$ cat src/rtl/perf_pkg.sv
// Shared definitions for the branch/delay-slot performance monitor:
// slot-kind encodings, counter indices and the counter increment helper.
package perf_pkg;

  localparam logic [1:0] SLOT_MANUAL = 2'd0;
  localparam logic [1:0] SLOT_AUTO   = 2'd1;
  localparam logic [1:0] SLOT_NOP    = 2'd2;

  localparam int unsigned CNT_CYCLE  = 0;
  localparam int unsigned CNT_BRANCH = 1;
  localparam int unsigned CNT_TAKEN  = 2;
  localparam int unsigned CNT_MANUAL = 3;
  localparam int unsigned CNT_AUTO   = 4;
  localparam int unsigned CNT_NOP    = 5;
  localparam int unsigned CNT_DROP   = 6;
  localparam int unsigned NUM_CNT    = 7;

  // Per-entry metadata carried next to the branch PC in the trace FIFO.
  typedef struct packed {
    logic       taken;
    logic [1:0] slot_kind;
  } trace_meta_t;

  // Increment a counter of 'width' bits held in the low bits of 'val';
  // at all-ones it either sticks (sat=1) or rolls over to zero.
  function automatic logic [63:0] cnt_inc(input logic [63:0] val,
                                          input int unsigned width,
                                          input logic sat);
    logic [63:0] max_val;
    max_val = (width >= 64) ? '1 : ((64'd1 << width) - 64'd1);
    if (val == max_val) begin
      cnt_inc = sat ? max_val : 64'd0;
    end else begin
      cnt_inc = val + 64'd1;
    end
  endfunction

endpackage

$ cat src/rtl/trace_fifo.sv
// Show-ahead FIFO for branch trace entries; a full FIFO accepts a push only
// when a pop happens in the same cycle.
module trace_fifo #(
  parameter int unsigned DEPTH  = 16,
  parameter int unsigned DATA_W = 35
) (
  input  logic                    clk,
  input  logic                    reset,
  input  logic                    push,
  input  logic [DATA_W-1:0]       push_data,
  input  logic                    pop,
  output logic [DATA_W-1:0]       head_data,
  output logic                    full,
  output logic                    empty,
  output logic [$clog2(DEPTH):0]  level
);

  localparam int unsigned AW    = $clog2(DEPTH);
  localparam int unsigned LVL_W = AW + 1;

  logic [DATA_W-1:0] mem_q [DEPTH];
  logic [AW-1:0]     wr_ptr_q, wr_ptr_d;
  logic [AW-1:0]     rd_ptr_q, rd_ptr_d;
  logic [LVL_W-1:0]  level_q, level_d;
  logic              push_fire, pop_fire;

  assign empty     = (level_q == '0);
  assign full      = (level_q == LVL_W'(DEPTH));
  assign level     = level_q;
  assign head_data = empty ? '0 : mem_q[rd_ptr_q];

  always_comb begin
    pop_fire  = pop & ~empty;
    push_fire = push & (~full | pop_fire);
    wr_ptr_d  = wr_ptr_q;
    rd_ptr_d  = rd_ptr_q;
    level_d   = level_q + LVL_W'(push_fire) - LVL_W'(pop_fire);
    // Power-of-two depth lets the pointers wrap by natural overflow.
    if (push_fire) wr_ptr_d = wr_ptr_q + AW'(1);
    if (pop_fire)  rd_ptr_d = rd_ptr_q + AW'(1);
  end

  always_ff @(posedge clk or posedge reset) begin
    if (reset) begin
      wr_ptr_q <= '0;
      rd_ptr_q <= '0;
      level_q  <= '0;
    end else begin
      wr_ptr_q <= wr_ptr_d;
      rd_ptr_q <= rd_ptr_d;
      level_q  <= level_d;
    end
  end

  always_ff @(posedge clk) begin
    if (push_fire) mem_q[wr_ptr_q] <= push_data;
  end

endmodule

$ cat src/rtl/branch_slot_monitor.sv
// Branch and delay-slot performance monitor: configurable-width live counters
// with atomic snapshot / read-and-clear, plus a buffered branch trace FIFO.
module branch_slot_monitor
  import perf_pkg::*;
#(
  parameter int unsigned CNT_W       = 32,
  parameter int unsigned PC_W        = 32,
  parameter int unsigned TRACE_DEPTH = 16,
  parameter int unsigned SATURATE    = 1
) (
  input  logic                          clk,
  input  logic                          reset,
  input  logic                          en,
  input  logic                          branch_event_valid,
  input  logic [PC_W-1:0]               branch_event_pc,
  input  logic                          branch_event_taken,
  input  logic                          slot_event_is_nop,
  input  logic                          slot_event_is_auto,
  input  logic                          clear,
  input  logic                          snapshot,
  output logic                          trace_valid,
  input  logic                          trace_ready,
  output logic [PC_W-1:0]               trace_pc,
  output logic                          trace_taken,
  output logic [1:0]                    trace_slot_kind,
  output logic [$clog2(TRACE_DEPTH):0]  trace_level,
  output logic [CNT_W-1:0]              stat_cycle,
  output logic [CNT_W-1:0]              stat_branch,
  output logic [CNT_W-1:0]              stat_taken,
  output logic [CNT_W-1:0]              stat_slot_manual,
  output logic [CNT_W-1:0]              stat_slot_auto,
  output logic [CNT_W-1:0]              stat_slot_nop,
  output logic [CNT_W-1:0]              stat_trace_drop,
  output logic                          snap_done
);

  localparam int unsigned ENTRY_W = PC_W + $bits(trace_meta_t);
  localparam logic        SAT_EN  = (SATURATE != 0);

  logic [NUM_CNT-1:0][CNT_W-1:0] cnt_q, cnt_d;
  logic [NUM_CNT-1:0][CNT_W-1:0] stat_q, stat_d;
  logic                          snap_done_q, snap_done_d;
  logic [NUM_CNT-1:0]            inc;

  logic [1:0]         slot_kind;
  trace_meta_t        push_meta, head_meta;
  logic [ENTRY_W-1:0] head_data;
  logic               push_req, pop_fire, fifo_full, fifo_empty, drop;

  assign slot_kind = slot_event_is_nop  ? SLOT_NOP  :
                     slot_event_is_auto ? SLOT_AUTO : SLOT_MANUAL;

  assign push_meta = '{taken: branch_event_taken, slot_kind: slot_kind};
  assign push_req  = en & branch_event_valid;
  assign pop_fire  = ~fifo_empty & trace_ready;
  assign drop      = push_req & fifo_full & ~pop_fire;

  trace_fifo #(
    .DEPTH  (TRACE_DEPTH),
    .DATA_W (ENTRY_W)
  ) u_trace_fifo (
    .clk       (clk),
    .reset     (reset),
    .push      (push_req),
    .push_data ({branch_event_pc, push_meta}),
    .pop       (trace_ready),
    .head_data (head_data),
    .full      (fifo_full),
    .empty     (fifo_empty),
    .level     (trace_level)
  );

  assign {trace_pc, head_meta} = head_data;
  assign trace_taken           = head_meta.taken;
  assign trace_slot_kind       = head_meta.slot_kind;
  assign trace_valid           = ~fifo_empty;

  // Which live counters step this cycle.
  always_comb begin
    inc = '0;
    if (en) begin
      inc[CNT_CYCLE] = 1'b1;
      if (branch_event_valid) begin
        inc[CNT_BRANCH] = 1'b1;
        inc[CNT_TAKEN]  = branch_event_taken;
        case (slot_kind)
          SLOT_NOP:  inc[CNT_NOP]    = 1'b1;
          SLOT_AUTO: inc[CNT_AUTO]   = 1'b1;
          default:   inc[CNT_MANUAL] = 1'b1;
        endcase
      end
      inc[CNT_DROP] = drop;
    end
  end

  // Clear overrides any same-cycle increment; snapshot sees pre-edge values.
  always_comb begin
    cnt_d       = cnt_q;
    stat_d      = stat_q;
    snap_done_d = snapshot;
    for (int unsigned i = 0; i < NUM_CNT; i++) begin
      if (clear) begin
        cnt_d[i] = '0;
      end else if (inc[i]) begin
        cnt_d[i] = CNT_W'(cnt_inc(64'(cnt_q[i]), CNT_W, SAT_EN));
      end
    end
    if (snapshot) stat_d = cnt_q;
  end

  always_ff @(posedge clk or posedge reset) begin
    if (reset) begin
      cnt_q       <= '0;
      stat_q      <= '0;
      snap_done_q <= 1'b0;
    end else begin
      cnt_q       <= cnt_d;
      stat_q      <= stat_d;
      snap_done_q <= snap_done_d;
    end
  end

  assign stat_cycle       = stat_q[CNT_CYCLE];
  assign stat_branch      = stat_q[CNT_BRANCH];
  assign stat_taken       = stat_q[CNT_TAKEN];
  assign stat_slot_manual = stat_q[CNT_MANUAL];
  assign stat_slot_auto   = stat_q[CNT_AUTO];
  assign stat_slot_nop    = stat_q[CNT_NOP];
  assign stat_trace_drop  = stat_q[CNT_DROP];
  assign snap_done        = snap_done_q;

endmodule
$ cat config.mk
export PLATFORM = sky130hd
export DESIGN_NAME = branch_slot_monitor
export DESIGN_NICKNAME = d
export VERILOG_FILES = /design/src/rtl/perf_pkg.sv /design/src/rtl/trace_fifo.sv /design/src/rtl/branch_slot_monitor.sv
export SDC_FILE = /design/constraint.sdc
export NUM_CORES = 1
export LEC_CHECK = 0
export BUFFER_PORTS_ARGS = -buffer_cell sky130_fd_sc_hd__buf_2
export CAP_MARGIN = 20
export CORE_UTILIZATION = 50
export CTS_CLUSTER_SIZE = 16
export DETAILED_ROUTE_END_ITERATION = 8
export PLACE_DENSITY = 0.69
export SETUP_SLACK_MARGIN = 0.15
export SLEW_MARGIN = 20
export SYNTH_ARGS = -nofsm -noshare
export SYNTH_HDL_FRONTEND = slang
export SYNTH_HIERARCHICAL = 1
export SYNTH_SLANG_ARGS = --single-unit
$ cat constraint.sdc
create_clock -name clk -period 19.7 [get_ports clk]
set_clock_uncertainty 0.2 [all_clocks]
set_input_delay 5.91 -clock clk [delete_from_list [all_inputs] [get_ports clk]]
set_output_delay 5.91 -clock clk [all_outputs]
set_load 0.1 [all_outputs]
==> results of run 1 <==
## worst reg2reg max path, delay by kind of cell (launching register included)
kind / cells / cell delay (ps)
compound gates: 1 / 210
fa+ha+maj: 1 / 160
flops: 1 / 400
simple gates: 4 / 2410
buf+inv: 3 / 590
## power groups by stage
stage          registers, mW  clock network [mW]  logic (mW)
3_5_place_dp            2.46                   0        1.61
2_1_floorplan           2.46                   0        1.30
3_3_place_gp            2.46                   0        1.59
5_1_grt                 2.43                2.04        1.68
4_1_cts                 2.42                1.95        1.62
6_report                2.42                1.92        1.60
## synthesized netlist by cell type (all sizes together), types with 35 or more instances
library cell and count:
nor4 35, o221ai 35, dfrtp 462, a21oi 81, a31oi 64, and4 70, nand4 77, edfxtp 560
mux2i 39, buf 50, a211oi 40, clkbuf 120, nand2 74, and3 74, nor3 126, inv 92
nor2 139, nand3 107, mux2 228, o21ai 59, mux4 140
## layer usage
metal | vias up | global-route usage, % | wire length [um]
met5 | - | 0 | 26
met4 | 4 | 8.83 | 3100
met3 | 203 | 5.11 | 7690
met2 | 1007 | 39.5 | 51700
met1 | 14100 | 31.8 | 42600
li1 | 12000 | - | -
## worst paths after layout
| check | startpoint | end | slack [ps] | cells past startpoint |
|---|---|---|---|---|
| max | u_trace_fifo/level[3] | trace_slot_kind[0] | 9510 | 8 |
| min | stat_slot_manual[12] | stat_slot_manual[12] | 300 | 1 |
| max reg2reg | u_trace_fifo/level[3] | cnt_q[215] | 15550 | 9 |
| min reg2reg | stat_slot_manual[12] | stat_slot_manual[12] | 300 | 1 |
| max in group asynchronous | reset | stat_slot_manual[16] | 11870 | 4 |
| min in group asynchronous | reset | u_trace_fifo/rd_ptr_q[2] | 5130 | 2 |
## logic make-up after synthesis
kind of cell	Yosys count	share of synthesized area (%)
adder cells (fa/ha/maj)	19	0.568
AO/OA/AOI/OAI	410	6.55
multiplexers	407	14.2
flip-flops	1022	65.7
AND/OR/NAND/NOR	780	10.1
buffers and inverters	263	2.62
XOR/XNOR	15	0.304
## sequential cells by signal, indices dropped and copies added, names as in the netlist
register / cells
u_trace_fifo/wr_ptr_q: 4
stat_slot_auto: 32
snap_done: 1
u_trace_fifo/mem_q: 560
stat_taken: 32
stat_cycle: 32
stat_slot_nop: 32
u_trace_fifo/level: 5
stat_branch: 32
stat_trace_drop: 32
stat_slot_manual: 32
u_trace_fifo/rd_ptr_q: 4
cnt_q: 224
## area by class of cell
class / instances / share of cell area (%)
Tap cell: 1144 / 2.91
Clock buffer: 134 / 5.69
Multi-Input combinational cell: 1631 / 28.1
Antenna cell: 4 / 0.0203
Clock inverter: 58 / 1.11
Sequential cell: 1022 / 57.6
Timing Repair Buffer: 347 / 3.84
Inverter: 93 / 0.724
## metrics by stage
stage	hold slack [ps]	area (um2)
2_1_floorplan	258	43200
3_3_place_gp	287	45800
3_5_place_dp	291	45800
4_1_cts	304	49200
5_1_grt	317	49200
6_report	300	49200
==> impl_metrics.toml, run 1 <==
[outcome]
outcome = "complete, no violations"

[clocking]
cts_tree = "done"
clk_path_buf_depth = 3
cts.clk_slew.worst_paths_ps = 60
root_buffer = "clkbuf_16"
htreeDepth = 3
clock-sinks = 1022
cts.repair.resized = 0
hold_buffers = 0
clk_latency_ps = 690
cts_buffers = 103
cts_setup_buffers = 0

[synth]
syn_nets = 2977
synth_top_area_share_pct = 38.9
synth_ff_type = "edfxtp_1"
yosysSeqAreaShare_pct = 65.7
async_flop_share_pct = 45.2
yosysWarnings = 6
yosys.area.top_type = "edfxtp_1"
synth_seq_cells = 1022
synthCells = 2916
syn-cell-area_um2 = 43200
netlist_top_cells_area = "edfxtp_1 (39%), dfrtp_1 (27%), mux4_2 (7.3%), mux2_2 (5.9%), and4_1 (1.4%)"
avgSynthCellArea_um2 = 14.8
synth_edf_count = 560
yosysUniqueCellTypes = 75

[routing]
drcViolationCount = 0
drt-vias-per-instance = 6.16
dr.pass1.iters = 7
wl_per_cell_um = 23.7
first_iter_violations = 2451
ant_nets = 0
dr_total_vias = 27300
wirelength_um = 105000

[floorplan]
die_w_um = 296
die_h_um = 296
ios = 308
initial_core_util_pct = 50.6
core-area_um2 = 85400
rows = 107
dieArea_um2 = 87500

[pwr]
internal_power_mw = 3.89
leakage_nw = 19.6
p_clk_share_pct = 32.2
sw_frac_of_total_pct = 34.5
power_mw = 5.94
net-switching-power_mw = 2.05
comb_power_share_pct = 27.0
seq_power_share_pct = 40.8
powerDensity_nw_per_um2 = 121
ir_drop_uv = 166

[global_route]
grt_pass1_wl_um = 163000
grt_max_degree = 120
antenna_found_initial = 7
grt_overflow_total = 0
grt_pass1_vias = 27400
grt_util_all_layers_pct = 24.1

[placed_design]
port_buffers = 307
routabilityCongestion = 0.890
dp_slack_ps = 9700
dp_hpwl_um = 64700
post-place-cells = 4236

[sta]
tightest_slew_ps = 1150
slew_violations = 0
fmax_ghz = 0.0981
maxSlewHeadroom_pct = 22.7
setup_slack_ps = 9510
hold_viol = 0
tns_ps = 0
fin_crit_sh_pct = 51.7
setup_violations = 0
period_needed_ps = 10190
rsz0062_at_grt = "no"

[finish]
layout.nets = 3259
final_util_pct = 57.7
area_growth_pct = 14.0
final_cells = 4433
multi_input_area_um2 = 13800
final_common_cell = "edfxtp_1"
seq_area_um2 = 28400
drive_gt1_share_pct = 27.8
num-fill-cells = 6688
final_cell_mix = "edfxtp_1 (560), dfrtp_1 (459), buf_2 (305), mux2_2 (228), mux4_2 (140)"

[worst_setup_path]
cp.arrival_ps = 4080
cp_cell_sequence = "inv_1 > ha_1 > or4b_2 > buf_4 > nand2b_1 > buf_4 > o221ai_1 > buf_2"
crit_top_cell = "buf_4"
path_buf_inv = 4
critPathSlowestCell = "nand2b_1"
critPathMaxFanout = 41
critPathLaunchType = "flip-flop"
critPathTopFamily = "buffers and inverters"
critPathMaxStageDelay_ps = 640
cp-end-kind = "output pin"
criticalPathCategory = "reg -> out"
required_ps = 13590

[job]
cap_violations = 0

[hold_path]
hp-class = "reg -> reg"
Power figures use the tool's default switching activity.
==> run 2, diff against run 1 <==
Settings changed: PLACE_DENSITY 0.69 to 0.72.
Clock period 19.7 ns to 8.4 ns, I/O delays scaled along.
==> impl_metrics.toml, run 2 (synthesis results as in run 1) <==
[placed_design]
dp_hpwl_um = 66000
routabilityCongestion = 0.877
place_area_um2 = 46000
port_buffers = 307

[worst_setup_path]
cp-end-kind = "output pin"
rrSetupSlack_ps = 4430
r2r-start = "u_trace_fifo/level[3]"
criticalPathCategory = "reg -> out"
critPathMaxFanout = 41
required_ps = 5680
critPathLaunchType = "flip-flop"
r2r_cells = 11
r2r_end = "cnt_q[222]"
cp.arrival_ps = 4130

[clocking]
htreeDepth = 3
hold_buffers = 0
clock-sinks = 1022
clk_path_buf_depth = 3
clk_latency_ps = 710
cts_setup_buffers = 0
cts.repair.resized = 0
cts.clk_slew.worst_paths_ps = 60
cts_buffers = 104
cts_tree = "done"
root_buffer = "clkbuf_16"

[finish]
fin_area_um2 = 49700
largest_register_ffs = 560
multi_input_area_um2 = 13800
final_common_cell = "edfxtp_1"
final_cell_mix = "edfxtp_1 (560), dfrtp_1 (459), buf_2 (305), mux2_2 (228), mux4_2 (140)"
area_growth_pct = 15.0
reg_top3 = "u_trace_fifo/mem_q (560), cnt_q (224)"
num-fill-cells = 6615
layout.nets = 3267
seq_area_um2 = 28400
drive_gt1_share_pct = 28.4
top_register = "u_trace_fifo/mem_q"

[routing]
wirelength_um = 106000
ant_nets = 0
wl_per_cell_um = 23.9
dr_total_vias = 27200
dr.pass1.iters = 5
drt-vias-per-instance = 6.13
drcViolationCount = 0
first_iter_violations = 2450

[hold_path]
worstHoldEndpoint = "stat_taken[23]"
hp-class = "reg -> reg"
whs_path_depth = 1
min-delay-start = "stat_taken[23]"

[sta]
period_needed_ps = 6850
hold_viol = 0
hold_ws_ps = 300
fin_crit_sh_pct = 81.6
tightest_slew_ps = 1160
tns_ps = 0
rsz0062_at_grt = "no"
slew_violations = 0
fmax_ghz = 0.146
setup_violations = 0
maxSlewHeadroom_pct = 22.3

[global_route]
grt_max_degree = 184
grt_pass1_vias = 26500
grt_pass1_wl_um = 162000
grt_util_all_layers_pct = 24.2
antenna_found_initial = 3
grt_overflow_total = 0

[floorplan]
core-area_um2 = 85400
rows = 107
ios = 308
die_h_um = 296
initial_core_util_pct = 50.6
dieArea_um2 = 87500
die_w_um = 296

[pwr]
power_mw = 14.3
powerDensity_nw_per_um2 = 288
ir_drop_uv = 464
leakage_nw = 19.8

[job]
cap_violations = 0

[outcome]
outcome = "complete, no violations"
run 2: changes by cell type in the layout (fill, tap and decap cells not counted), moves of 3 or more:
cell	before	now
clkinv_1	21	7
diode_2	4	1
buf_12	1	6
clkbuf_8	11	22
buf_16	1	5
run 2: routing by layer:
layer / global-route usage (%) / share of wire (%) / vias up / wire, um
li1: - / - / 12100 / -
met1: 33.5 / 41 / 13900 / 43200
met2: 38.4 / 48 / 1052 / 51200
met3: 5.46 / 8.4 / 158 / 8930
met4: 7.44 / 2.6 / 4 / 2780
met5: 0 / 0.025 / - / 27
run 2: worst max path at each step:
| stage | startpoint | cells past startpoint | endpoint | slack [ps] |
|---|---|---|---|---|
| 2_1_floorplan | reset | 1 | cnt_q[0] | -390 |
| 3_3_place_gp | en | 7 | u_trace_fifo/mem_q[4][7] | 2310 |
| 3_5_place_dp | u_trace_fifo/level[2] | 7 | trace_pc[28] | 2270 |
| 4_1_cts | u_trace_fifo/level[2] | 7 | trace_pc[28] | 1510 |
| 5_1_grt | u_trace_fifo/level[2] | 7 | trace_pc[28] | 1510 |
| 6_report | u_trace_fifo/level[2] | 7 | trace_pc[28] | 1550 |
run 2: worst max-delay path, cell delays in order (launching register included):
cell      delay (ps)
dfrtp_1          360
inv_1             80
ha_1             210
or4b_2           200
buf_4            510
nand2b_2         800
o221ai_1         720
buf_2            530
run 2: layout make-up:
class | count | share of cell area, %
Inverter | 93 | 0.711
Clock inverter | 46 | 1.15
Clock buffer | 149 | 6.07
Sequential cell | 1022 | 57.2
Multi-Input combinational cell | 1631 | 27.8
Antenna cell | 1 | 0.00504
Tap cell | 1144 | 2.88
Timing Repair Buffer | 354 | 4.21
run 2: per-stage QoR:
step	setup slack, ps	std cells	utilization, %
floorplan	-391	2916	-
global placement	2310	4236	53.7
detailed placement	2270	4242	53.9
CTS	1510	4437	58.1
global route	1510	4439	58.1
finish	1550	4440	58.1
run 2: where the power goes:
group          internal [mW]  switching, mW
logic                   1.12           2.75
clock network           2.76           1.99
registers               5.49          0.196
==> run 3, diff against run 2 <==
Settings changed: PLACE_DENSITY 0.72 to 0.69.
Clock period 8.4 ns to 7 ns, I/O delays scaled along.
==> impl_metrics.toml, run 3 (synthesis results as in run 1) <==
[global_route]
antenna_found_initial = 6
grt_pass1_vias = 27600
grt_overflow_total = 0
grt_pass1_wl_um = 163000
grt_max_degree = 127
grt_util_all_layers_pct = 24.2

[floorplan]
rows = 107
die_h_um = 296
dieArea_um2 = 87500
initial_core_util_pct = 50.6
ios = 308
die_w_um = 296
core-area_um2 = 85400

[worst_setup_path]
critPathMaxFanout = 24
criticalPathCategory = "reg -> out"
cp-end-kind = "output pin"
required_ps = 4700
r2r_cells = 10
rrSetupSlack_ps = 2840
r2r_end = "cnt_q[220]"
r2r-start = "u_trace_fifo/level[3]"
critPathLaunchType = "flip-flop"
crit_start = "u_trace_fifo/rd_ptr_q[3]"
cp.arrival_ps = 3730

[clocking]
cts.clk_slew.worst_paths_ps = 60
clk_path_buf_depth = 3
clk_latency_ps = 690
cts_tree = "done"
cts.repair.resized = 0
root_buffer = "clkbuf_16"
cts_buffers = 104
htreeDepth = 3
hold_buffers = 0
clock-sinks = 1022
cts_setup_buffers = 0

[sta]
slew_violations = 0
fin_crit_sh_pct = 86.1
period_needed_ps = 6030
tns_ps = 0
fmax_ghz = 0.166
rsz0062_at_grt = "no"
maxSlewHeadroom_pct = 24.0
hold_viol = 0
setup_violations = 0
tightest_slew_ps = 1130

[finish]
layout.nets = 3274
num-fill-cells = 6670
area_growth_pct = 14.9
top_register = "u_trace_fifo/mem_q"
final_common_cell = "edfxtp_1"
reg_top3 = "u_trace_fifo/mem_q (560), cnt_q (224)"
largest_register_ffs = 560
final_cell_mix = "edfxtp_1 (560), dfrtp_1 (459), buf_2 (305), mux2_2 (228), mux4_2 (140)"
drive_gt1_share_pct = 28.4
seq_area_um2 = 28400
multi_input_area_um2 = 13800

[pwr]
power_mw = 17.1
ir_drop_uv = 428
leakage_nw = 19.8
powerDensity_nw_per_um2 = 345

[routing]
wirelength_um = 105000
ant_nets = 0
wl_per_cell_um = 23.7
first_iter_violations = 2388
drt-vias-per-instance = 6.17
drcViolationCount = 0
dr.pass1.iters = 6
dr_total_vias = 27400

[job]
cap_violations = 0

[placed_design]
port_buffers = 307
routabilityCongestion = 0.884
dp_hpwl_um = 65100

[hold_path]
min-delay-start = "stat_slot_nop[24]"
whs_path_depth = 1
worstHoldEndpoint = "stat_slot_nop[24]"
hp-class = "reg -> reg"

[outcome]
outcome = "complete, no violations"
run 3: cell count changes in the layout (fill, tap and decap cells not counted), sizes merged:
cell and change:
buf +7, bufinv +5, clkbuf -12, clkinv +3, diode +4, inv -2
run 3: where the power goes:
part	internal, mW	switching [mW]
logic	1.31	3.25
clock network	3.39	2.38
registers	6.59	0.216
run 3: worst max-delay path, cell delays in order, from the launching register on:
cell	delay, ps
dfrtp_2	770
nand3_2	760
buf_4	510
o221ai_1	450
buf_2	520
run 3: through the flow:
step	std cells	area, um2	utilization, %	setup WS [ps]	hold WS (ps)
floorplan	2916	43200	-	-1370	258
global placement	4251	46000	53.9	1380	283
detailed placement	4251	46000	53.9	1320	290
CTS	4440	49600	58.1	936	303
global route	4443	49600	58.1	791	316
finish	4445	49600	58.1	970	301
run 3: worst max path at each step:
stage,end
after detailed placement,cnt_q[220]
final,trace_taken
after CTS,trace_taken
after global placement,cnt_q[220]
after global routing,trace_taken
after floorplan,cnt_q[0]
run 3: area by class of cell:
cell class / count / area share, %
clock inverters: 52 / 1.48
clock buffers: 137 / 5.80
well taps: 1144 / 2.88
inverters: 93 / 0.711
multi-input cells: 1631 / 27.8
diodes: 5 / 0.0252
repair buffers: 361 / 4.10
flip-flops and latches: 1022 / 57.2
run 3: per-layer routing:
metal | part of all wire [%] | vias up | track usage, %
li1 | - | 12100 | -
met4 | 2.3 | 6 | 7.00
met1 | 39 | 14100 | 31.4
met3 | 8.2 | 177 | 5.88
met2 | 50 | 1067 | 40.4
met5 | 0.029 | - | 0
